$ cat src/rtl/uart_pkg.sv
// Shared UART definitions: frame-state encoding, default oversampling and
// parity helpers used by both the receiver and the future parametrised TX.
package uart_pkg;

  localparam int   OVERSAMPLE_DEF = 16;
  localparam int   MAX_DATA_BITS  = 9;
  localparam logic PAR_EVEN       = 1'b0;
  localparam logic PAR_ODD        = 1'b1;

  typedef enum logic [2:0] {
    ST_IDLE   = 3'd0,
    ST_START  = 3'd1,
    ST_DATA   = 3'd2,
    ST_PARITY = 3'd3,
    ST_STOP   = 3'd4,
    ST_DONE   = 3'd5
  } rx_state_e;

  // Zero-extended data leaves the XOR unchanged, so one width serves every frame size.
  function automatic logic parity_err(input logic [MAX_DATA_BITS-1:0] data,
                                      input logic                     par_bit,
                                      input logic                     odd);
    return (^data) ^ par_bit ^ odd;
  endfunction

endpackage

$ cat src/rtl/uart_rx_sync.sv
// Reset-to-1 input synchroniser plus one extra flop for falling-edge detection;
// presetting to the idle level keeps reset release from looking like a start bit.
module uart_rx_sync #(
  parameter int STAGES = 2
) (
  input  logic i_clk,
  input  logic i_rst_n,
  input  logic i_async,
  output logic o_sync,
  output logic o_prev
);

  logic [STAGES-1:0] sync_q;
  logic [STAGES-1:0] sync_d;
  logic              prev_q;
  logic              prev_d;

  // Next-state of the shift chain and the edge-detect flop.
  always_comb begin
    sync_d = {sync_q[STAGES-2:0], i_async};
    prev_d = sync_q[STAGES-1];
  end

  // Synchroniser and edge-detect registers.
  always_ff @(posedge i_clk or negedge i_rst_n) begin
    if (!i_rst_n) begin
      sync_q <= '1;
      prev_q <= 1'b1;
    end else begin
      sync_q <= sync_d;
      prev_q <= prev_d;
    end
  end

  assign o_sync = sync_q[STAGES-1];
  assign o_prev = prev_q;

endmodule

$ cat src/rtl/uart_rx_param.sv
// Parametrised UART receiver: mid-bit sampling on oversample ticks, optional
// parity, 1 or 2 stop bits, with held parity/framing error flags per frame.
module uart_rx_param
  import uart_pkg::*;
#(
  parameter int DATA_BITS   = 8,
  parameter int OVERSAMPLE  = OVERSAMPLE_DEF,
  parameter int PARITY_EN   = 0,
  parameter int PARITY_ODD  = 0,
  parameter int STOP_BITS   = 1,
  parameter int SYNC_STAGES = 2
) (
  input  logic                 i_Clock,
  input  logic                 i_reset_n,
  input  logic                 i_tick,
  input  logic                 i_Rx_Serial,
  output logic                 o_Rx_Done,
  output logic [DATA_BITS-1:0] o_Rx_Byte,
  output logic                 o_parity_err,
  output logic                 o_frame_err,
  output logic                 o_busy
);

  localparam int TW = $clog2(OVERSAMPLE);
  localparam int BW = $clog2(DATA_BITS);
  localparam logic [TW-1:0] TICK_MID  = TW'(OVERSAMPLE / 2 - 1);
  localparam logic [TW-1:0] TICK_LAST = TW'(OVERSAMPLE - 1);
  localparam logic [TW-1:0] TICK_ONE  = TW'(1'b1);
  localparam logic [BW-1:0] BIT_LAST  = BW'(DATA_BITS - 1);
  localparam logic [BW-1:0] BIT_ONE   = BW'(1'b1);
  localparam logic          STOP_LAST = (STOP_BITS == 2) ? 1'b1 : 1'b0;
  localparam logic          PAR_MODE  = (PARITY_ODD != 0) ? PAR_ODD : PAR_EVEN;

  logic rx_s;
  logic rx_prev;

  rx_state_e               state_q, state_d;
  logic [TW-1:0]           tick_q, tick_d;
  logic [BW-1:0]           bit_q, bit_d;
  logic                    stop_q, stop_d;
  logic [DATA_BITS-1:0]    data_q, data_d;
  logic                    perr_pend_q, perr_pend_d;
  logic                    ferr_pend_q, ferr_pend_d;
  logic                    done_q, done_d;
  logic [DATA_BITS-1:0]    byte_q, byte_d;
  logic                    perr_q, perr_d;
  logic                    ferr_q, ferr_d;
  logic                    busy_q, busy_d;

  logic [TW-1:0] tick_inc_s;
  logic          tick_mid_s;
  logic          tick_full_s;
  logic          ferr_now_s;

  uart_rx_sync #(.STAGES(SYNC_STAGES)) u_sync (
    .i_clk   (i_Clock),
    .i_rst_n (i_reset_n),
    .i_async (i_Rx_Serial),
    .o_sync  (rx_s),
    .o_prev  (rx_prev)
  );

  // OVERSAMPLE need not be a power of two, so the counter wraps explicitly.
  assign tick_inc_s  = (tick_q == TICK_LAST) ? '0 : tick_q + TICK_ONE;
  assign tick_mid_s  = i_tick & (tick_q == TICK_MID);
  assign tick_full_s = i_tick & (tick_q == TICK_LAST);
  assign ferr_now_s  = ferr_pend_q | ~rx_s;

  // Frame sequencing, bit capture and output commit.
  always_comb begin
    state_d     = state_q;
    tick_d      = tick_q;
    bit_d       = bit_q;
    stop_d      = stop_q;
    data_d      = data_q;
    perr_pend_d = perr_pend_q;
    ferr_pend_d = ferr_pend_q;
    done_d      = 1'b0;
    byte_d      = byte_q;
    perr_d      = perr_q;
    ferr_d      = ferr_q;

    case (state_q)
      ST_IDLE: begin
        tick_d = '0;
        if (rx_prev && !rx_s) begin
          state_d     = ST_START;
          bit_d       = '0;
          stop_d      = 1'b0;
          perr_pend_d = 1'b0;
          ferr_pend_d = 1'b0;
        end else begin
          state_d = ST_IDLE;
        end
      end
      ST_START: begin
        if (tick_mid_s) begin
          tick_d  = '0;
          state_d = rx_s ? ST_IDLE : ST_DATA;
        end else if (i_tick) begin
          tick_d = tick_inc_s;
        end else begin
          tick_d = tick_q;
        end
      end
      ST_DATA: begin
        tick_d = i_tick ? tick_inc_s : tick_q;
        if (tick_full_s) begin
          data_d = {rx_s, data_q[DATA_BITS-1:1]};
          if (bit_q == BIT_LAST) begin
            bit_d   = '0;
            state_d = (PARITY_EN != 0) ? ST_PARITY : ST_STOP;
          end else begin
            bit_d = bit_q + BIT_ONE;
          end
        end else begin
          bit_d = bit_q;
        end
      end
      ST_PARITY: begin
        tick_d = i_tick ? tick_inc_s : tick_q;
        if (tick_full_s) begin
          perr_pend_d = parity_err(MAX_DATA_BITS'(data_q), rx_s, PAR_MODE);
          state_d     = ST_STOP;
        end else begin
          state_d = ST_PARITY;
        end
      end
      ST_STOP: begin
        tick_d = i_tick ? tick_inc_s : tick_q;
        if (tick_full_s && (stop_q == STOP_LAST)) begin
          state_d = ST_DONE;
          stop_d  = 1'b0;
          done_d  = 1'b1;
          byte_d  = data_q;
          perr_d  = perr_pend_q;
          ferr_d  = ferr_now_s;
        end else if (tick_full_s) begin
          stop_d      = 1'b1;
          ferr_pend_d = ferr_now_s;
        end else begin
          stop_d = stop_q;
        end
      end
      ST_DONE: begin
        tick_d  = '0;
        state_d = ST_IDLE;
      end
      default: begin
        state_d = ST_IDLE;
        tick_d  = '0;
        bit_d   = '0;
        stop_d  = 1'b0;
      end
    endcase

    busy_d = (state_d != ST_IDLE);
  end

  // State, datapath and registered outputs.
  always_ff @(posedge i_Clock or negedge i_reset_n) begin
    if (!i_reset_n) begin
      state_q     <= ST_IDLE;
      tick_q      <= '0;
      bit_q       <= '0;
      stop_q      <= 1'b0;
      data_q      <= '0;
      perr_pend_q <= 1'b0;
      ferr_pend_q <= 1'b0;
      done_q      <= 1'b0;
      byte_q      <= '0;
      perr_q      <= 1'b0;
      ferr_q      <= 1'b0;
      busy_q      <= 1'b0;
    end else begin
      state_q     <= state_d;
      tick_q      <= tick_d;
      bit_q       <= bit_d;
      stop_q      <= stop_d;
      data_q      <= data_d;
      perr_pend_q <= perr_pend_d;
      ferr_pend_q <= ferr_pend_d;
      done_q      <= done_d;
      byte_q      <= byte_d;
      perr_q      <= perr_d;
      ferr_q      <= ferr_d;
      busy_q      <= busy_d;
    end
  end

  assign o_Rx_Done    = done_q;
  assign o_Rx_Byte    = byte_q;
  assign o_parity_err = perr_q;
  assign o_frame_err  = ferr_q;
  assign o_busy       = busy_q;

endmodule

$ cat config.mk
export PLATFORM = sky130hd
export DESIGN_NAME = uart_rx_param
export DESIGN_NICKNAME = d
export VERILOG_FILES = /design/src/rtl/uart_pkg.sv /design/src/rtl/uart_rx_sync.sv /design/src/rtl/uart_rx_param.sv
export SDC_FILE = /design/constraint.sdc
export NUM_CORES = 1
export LEC_CHECK = 0
export BUFFER_PORTS_ARGS = -buffer_cell sky130_fd_sc_hd__buf_4
export CORE_MARGIN = 4
export CORE_UTILIZATION = 40
export CTS_CLUSTER_DIAMETER = 60
export CTS_CLUSTER_SIZE = 40
export DETAILED_ROUTE_END_ITERATION = 10
export GPL_ROUTABILITY_DRIVEN = 0
export HOLD_SLACK_MARGIN = 0.03
export REMOVE_ABC_BUFFERS = 1
export SETUP_SLACK_MARGIN = 0.05
export SLEW_MARGIN = 20
export SYNTH_ARGS = -nofsm -noshare
export SYNTH_HDL_FRONTEND = slang
export SYNTH_SLANG_ARGS = --single-unit
$ cat constraint.sdc
create_clock -name i_Clock -period 5.6 [get_ports i_Clock]
set_clock_uncertainty 0.15 [all_clocks]
set_input_delay 0.84 -clock i_Clock [delete_from_list [all_inputs] [get_ports i_Clock]]
set_output_delay 0.84 -clock i_Clock [all_outputs]
set_load 0.02 [all_outputs]
[Yosys cells after proc, flatten, opt, wreduce, memory -nomap -nowiden]
Cells that the tools add are included.
Operators by class
  add/sub/neg operators: 2
  bitwise gates (word level): 8
  mux-type cells: 27
  equal/unequal tests: 14
  reductions and logical operators: 17
Operators by type and width (number)
  $mux W3: 8
  $pmux W3 S5: 1
  $mux W4: 3
  $ne A2 B2 Y1 const B: 5
  $eq A3 B3 Y1 const B: 3
  $mux W1: 9
  $pmux W3 S3: 1
  $reduce_and A3 Y1: 3
  $reduce_xor A9 Y1: 1
  $pmux W4 S2: 1
  $reduce_or A4 Y1: 2
  $eq A3 B2 Y1 const B: 2
  $add A4 B1 Y4 const B: 1
  $eq A4 B3 Y1 const B: 1
  $eq A4 B4 Y1 const B: 1
  $not A1 Y1: 4
  $pmux W1 S2: 2
  $reduce_and A2 Y1: 2
  $reduce_and A4 Y1: 1
  $reduce_bool A2 Y1: 2
  $add A3 B1 Y3 const B: 1
  $eq A3 B1 Y1 const B: 1
  $logic_not A3 Y1: 1
  $ne A3 B3 Y1 const B: 1
  9 further kinds: 11
Storage, ports and cells
  register bits after elaboration: 36
  bits of input ports: 4
  word-level logic and storage cells: 82
  output and inout bits: 12

[Logic depth before layout (Yosys ltp)]
  depth after elaboration: 6
  mapped depth: 6
  mapped depth without buffers: 6

[Cells and area by module]
From an unflattened synthesis, not the netlist that was laid out.
Second synthesis, totals
  cell total of the unflattened synthesis: 129
  area total of the unflattened synthesis: 1662.8 um^2
Modules (own cells, without submodules)
  uart_rx_param: times used 1, area an instance 1584.0 um^2, cells each 126
  uart_rx_sync: times used 1, area an instance 78.8 um^2, cells each 3

[Worst setup path before layout]
No wires, ideal clock.
  path kind: input port to flip-flop
  start point: in i_tick
  end point: reg data_q[0]
  required time: 5.325 ns
  path buffers: 1
  path slack: 3.421 ns
  data arrival time: 1.904 ns
  stages: 4
  library setup time: 0.125 ns
  cell sequence: buf_2 or3b_4 nor2_8 mux2_2
On the way
  word-level cells in the longest chain between the ends: 2
Ends and longest elaborated chain
  start: declaration: line uart_rx_param.sv:15  | input logic i_tick,
  $and A1 B1 Y1: line uart_rx_param.sv:66  | assign tick_full_s = i_tick & (tick_q == TICK_LAST);
  $reduce_and A2 Y1 (no source line)
  end signal: assignment: line uart_rx_param.sv:180  | data_q <= data_d;
  end: declaration: line uart_rx_param.sv:41  | logic [DATA_BITS-1:0] data_q, data_d;
No other way between the ends.
A chain may end at the register's enable or synchronous reset.

[Worst setup path in the final report]
  start point: reg state_q[0]
  end point: reg byte_q[3] (netlist: o_Rx_Byte[3])
On the way
  word-level cells in the longest chain between the ends: 2
Ends and longest elaborated chain
  start: declaration: line uart_rx_param.sv:37  | rx_state_e state_q, state_d;
  start signal: assignment: line uart_rx_param.sv:176  | state_q <= state_d;
  $eq A3 B3 Y1: line uart_rx_param.sv:83  | case (state_q)
  $reduce_and A2 Y1 (no source line)
  end signal: assignment: line uart_rx_param.sv:184  | byte_q <= byte_d;
  end: declaration: line uart_rx_param.sv:45  | logic [DATA_BITS-1:0] byte_q, byte_d;
No other way between the ends.

==> reports/metrics.yaml <==
run:
  cap_violations: 0
power_and_ir_drop:
  peakVddDrop_mv: 0.1803
  leakagePower_nw: 0.9578
  cellPowerDensity_nw_per_um2: 330.9
  power_w: 0.0006322
cts:
  cts_resized: 0
  numCtsBuffers: 5
  cts_root_buf: "clkbuf_8"
  clk_latency_ps: 280
  cts_tree: "done"
  cts_buffer_depth: 2
  clock_sinks: 36
  path_clk_slew_ps: 70
  htreeDepth: 2
  post_cts_buffers: 0
  ctsHoldBuffers: 0
hold_path:
  min_path_type: "register to register"
setup_path:
  cp.required_ps: 5620
  crit_start: "state_q[0]$_DFF_PN0_"
  cp-endpoint: "o_Rx_Byte[3]$_DFFE_PN0P_"
  cp_max_fo: 12
  reg2reg_depth: 4
  crit_path_end_kind: "register"
  worst_ep_arrival_time_ps: 2460
  ff2ff_setup_slack_ps: 3160
  startpoint_type: "register"
  crit-reg2reg-launch: "state_q[0]$_DFF_PN0_"
  crit_type: "register to register"
  reg2reg_to: "o_Rx_Byte[3]$_DFFE_PN0P_"
detailed_routing:
  antenna_left: 0
  num_vias: 999
  firstDrtPassIters: 4
  maxUsedRoutingLayer: "met4"
  drtIter0Drc: 30
  wl_per_cell_microns: 13.83
  wirelength_mm: 2.753
  wl_met2_mm: 1.228
  via_per_inst: 5.020
  wl_met1_mm: 1.363
  drc: 0
  wl_met3_microns: 128
placed_design:
  io_buffers: 15
  dpl.hpwl_mm: 1.950
  pre_cts_slack_ps: 2956
yosys:
  synth_seq_cells: 36
  synth_fa_ha_area_frac: 0.02224
  synth-seq-area-share: 0.5360
  synth-xor-area-share: 0.06523
  avgSynthCellArea_sq_um: 12.79
  synth_top_family_by_area: "multiplexers"
  synthDistinctLibCells: 41
  synth_compound_area_frac: 0.08525
  synth_area_sq_um: 1688
  yosysWarnings: 0
  yosys.area_share.simple: 0.1127
  synth_mux_area_frac: 0.1446
  syn_inst: 132
floorplanning:
  core-area_sq_um: 4029
  die_h_microns: 72.96
  rows: 23
  start_util: 0.4189
  die_width_microns: 72.96
  io-pin-count: 16
  dieArea_sq_um: 5323
cells_and_area:
  area_delta_synth_final_pct: 13.19
  nFillCells: 381
  diodes: 0
  fin_nets: 155
  drive_above_1_share: 0.3356
timing:
  post-route-period-util: 0.4361
  worst-slew-pin-transition_ps: 910.0
  setup_tns_ps: 0
  rsz0062_at_grt: "no"
  slew_headroom: 0.3900
  setup_viol: 0
  finalWorstSetupSlack_ps: 3158
  fin_crit_ps: 2442
  fmax_mhz: 409.5
  hold_violations: 0
  slew_viol_final: 0
global_routing:
  overflow: 0
  gr-usage-all-layers: 0.1217
  grt_pass1_vias: 1042
  antenna_found_initial: 0
  grt_max_degree: 37
  grt_pass1_wl_mm: 4.926
run_status:
  outcome: "complete, no violations"
[worst min-delay path by stage]
stage          slack [ps]  cells after the start                       start                          to
6_report              210                      0  u_sync.sync_q[0]$_DFF_PN1_  u_sync.sync_q[1]$_DFF_PN1_
5_1_grt               210                      0  u_sync.sync_q[0]$_DFF_PN1_  u_sync.sync_q[1]$_DFF_PN1_
4_1_cts               210                      0  u_sync.sync_q[0]$_DFF_PN1_  u_sync.sync_q[1]$_DFF_PN1_
3_5_place_dp          200                      0  u_sync.sync_q[0]$_DFF_PN1_  u_sync.sync_q[1]$_DFF_PN1_
3_3_place_gp          200                      0  u_sync.sync_q[0]$_DFF_PN1_  u_sync.sync_q[1]$_DFF_PN1_
2_1_floorplan         200                      0  u_sync.sync_q[0]$_DFF_PN1_  u_sync.sync_q[1]$_DFF_PN1_
[power by group]
part	internal (W)	switching [W]
logic	0.0000535	0.0000634
clock network	0.0000999	0.0000879
registers	0.000286	0.0000417
total	0.000439	0.000193
[worst max-delay path, cell delays in order (launching register included)]
cell and delay, ps:
dfrtp_1 560, nor2_4 240, nand2_1 170, nor3_2 790, mux2_2 420
[layout make-up]
cell class	instances	area (sq um)	area share
tap	50	62.56	0.03274
clock inverter	1	7.507	0.003929
multi-input combinational	87	725.7	0.3798
timing repair buffer	15	112.6	0.05894
inverter	3	11.26	0.005894
sequential	36	904.6	0.4735
clock buffer	7	86.33	0.04519
[sequential cells by signal, summed over array words and instances (netlist names), 2 cells and up]
name	count
state_q	3
u_sync.sync_q	2
o_Rx_Byte	8
tick_q	4
bit_q	3
data_q	8
[cell usage after synthesis]
cell | number | share of area
a211oi_1 | 1 | 0.0044
a21boi_0 | 1 | 0.0044
a21o_1 | 1 | 0.0044
a21oi_1 | 4 | 0.012
a31oi_1 | 1 | 0.0037
and3_1 | 2 | 0.0074
buf_2 | 1 | 0.0030
buf_4 | 2 | 0.0089
buf_6 | 2 | 0.013
clkbuf_1 | 1 | 0.0022
dfrtp_1 | 33 | 0.49
dfstp_2 | 3 | 0.047
ha_1 | 3 | 0.022
inv_1 | 3 | 0.0067
mux2_2 | 19 | 0.13
mux2i_1 | 3 | 0.018
nand2_1 | 6 | 0.013
nand2b_1 | 3 | 0.011
nand3_1 | 1 | 0.0030
nand4_1 | 2 | 0.0074
nand4_2 | 1 | 0.0074
nor2_1 | 7 | 0.016
nor2_4 | 1 | 0.0067
nor2_8 | 1 | 0.012
nor3_1 | 1 | 0.0030
nor3_2 | 1 | 0.0059
nor3b_1 | 1 | 0.0044
nor4b_1 | 1 | 0.0052
o211ai_1 | 1 | 0.0044
o21a_1 | 2 | 0.0089
o21ai_0 | 4 | 0.012
o21bai_1 | 1 | 0.0044
o2bb2ai_1 | 2 | 0.010
o31ai_1 | 1 | 0.0044
o32ai_1 | 1 | 0.0052
o41a_1 | 1 | 0.0067
or2_2 | 1 | 0.0037
or3b_4 | 1 | 0.0067
xnor2_1 | 4 | 0.021
xnor3_1 | 1 | 0.013
xor2_1 | 6 | 0.031
[kinds of logic after synthesis]
| group | after synthesis |
|---|---|
| flops | 36 |
| fa+ha+maj | 3 |
| compound gates | 21 |
| xor+xnor | 11 |
| mux | 22 |
| simple gates | 30 |
| buf+inv | 9 |
[routing by layer]
layer | GRT usage | vias up
li1 | - | 499
met1 | 0.1634 | 477
met2 | 0.1814 | 18
met3 | 0.04821 | 5
met4 | 0.03689 | 0
met5 | 0 | -
[metrics by stage]
stage	hold slack, ps	util	instances	area [sq um]
2_1_floorplan	195.2	-	126	1642
3_3_place_gp	195.9	0.4509	191	1817
3_5_place_dp	198.2	0.4509	191	1817
4_1_cts	209.0	0.4742	199	1911
5_1_grt	212.5	0.4742	199	1911
6_report	207.3	0.4742	199	1911
[cells in the final DEF (no fill, tap or decap), types with 2 or more instances in the layout]
cell type | netlist | final
dfrtp_1 | 33 | 33
mux2_2 | 19 | 19
buf_4 | 2 | 15
nor2_1 | 7 | 7
nand2_1 | 6 | 6
xor2_1 | 6 | 6
clkbuf_8 | 0 | 6
o21ai_0 | 4 | 4
a21oi_1 | 4 | 4
xnor2_1 | 4 | 4
inv_1 | 3 | 3
mux2i_1 | 3 | 3
nand2b_1 | 3 | 3
ha_1 | 3 | 3
dfstp_2 | 3 | 3
nand4_1 | 2 | 2
o21a_1 | 2 | 2
o2bb2ai_1 | 2 | 2
and3_1 | 2 | 2
No activity file was read; power rests on OpenSTA's default activity.
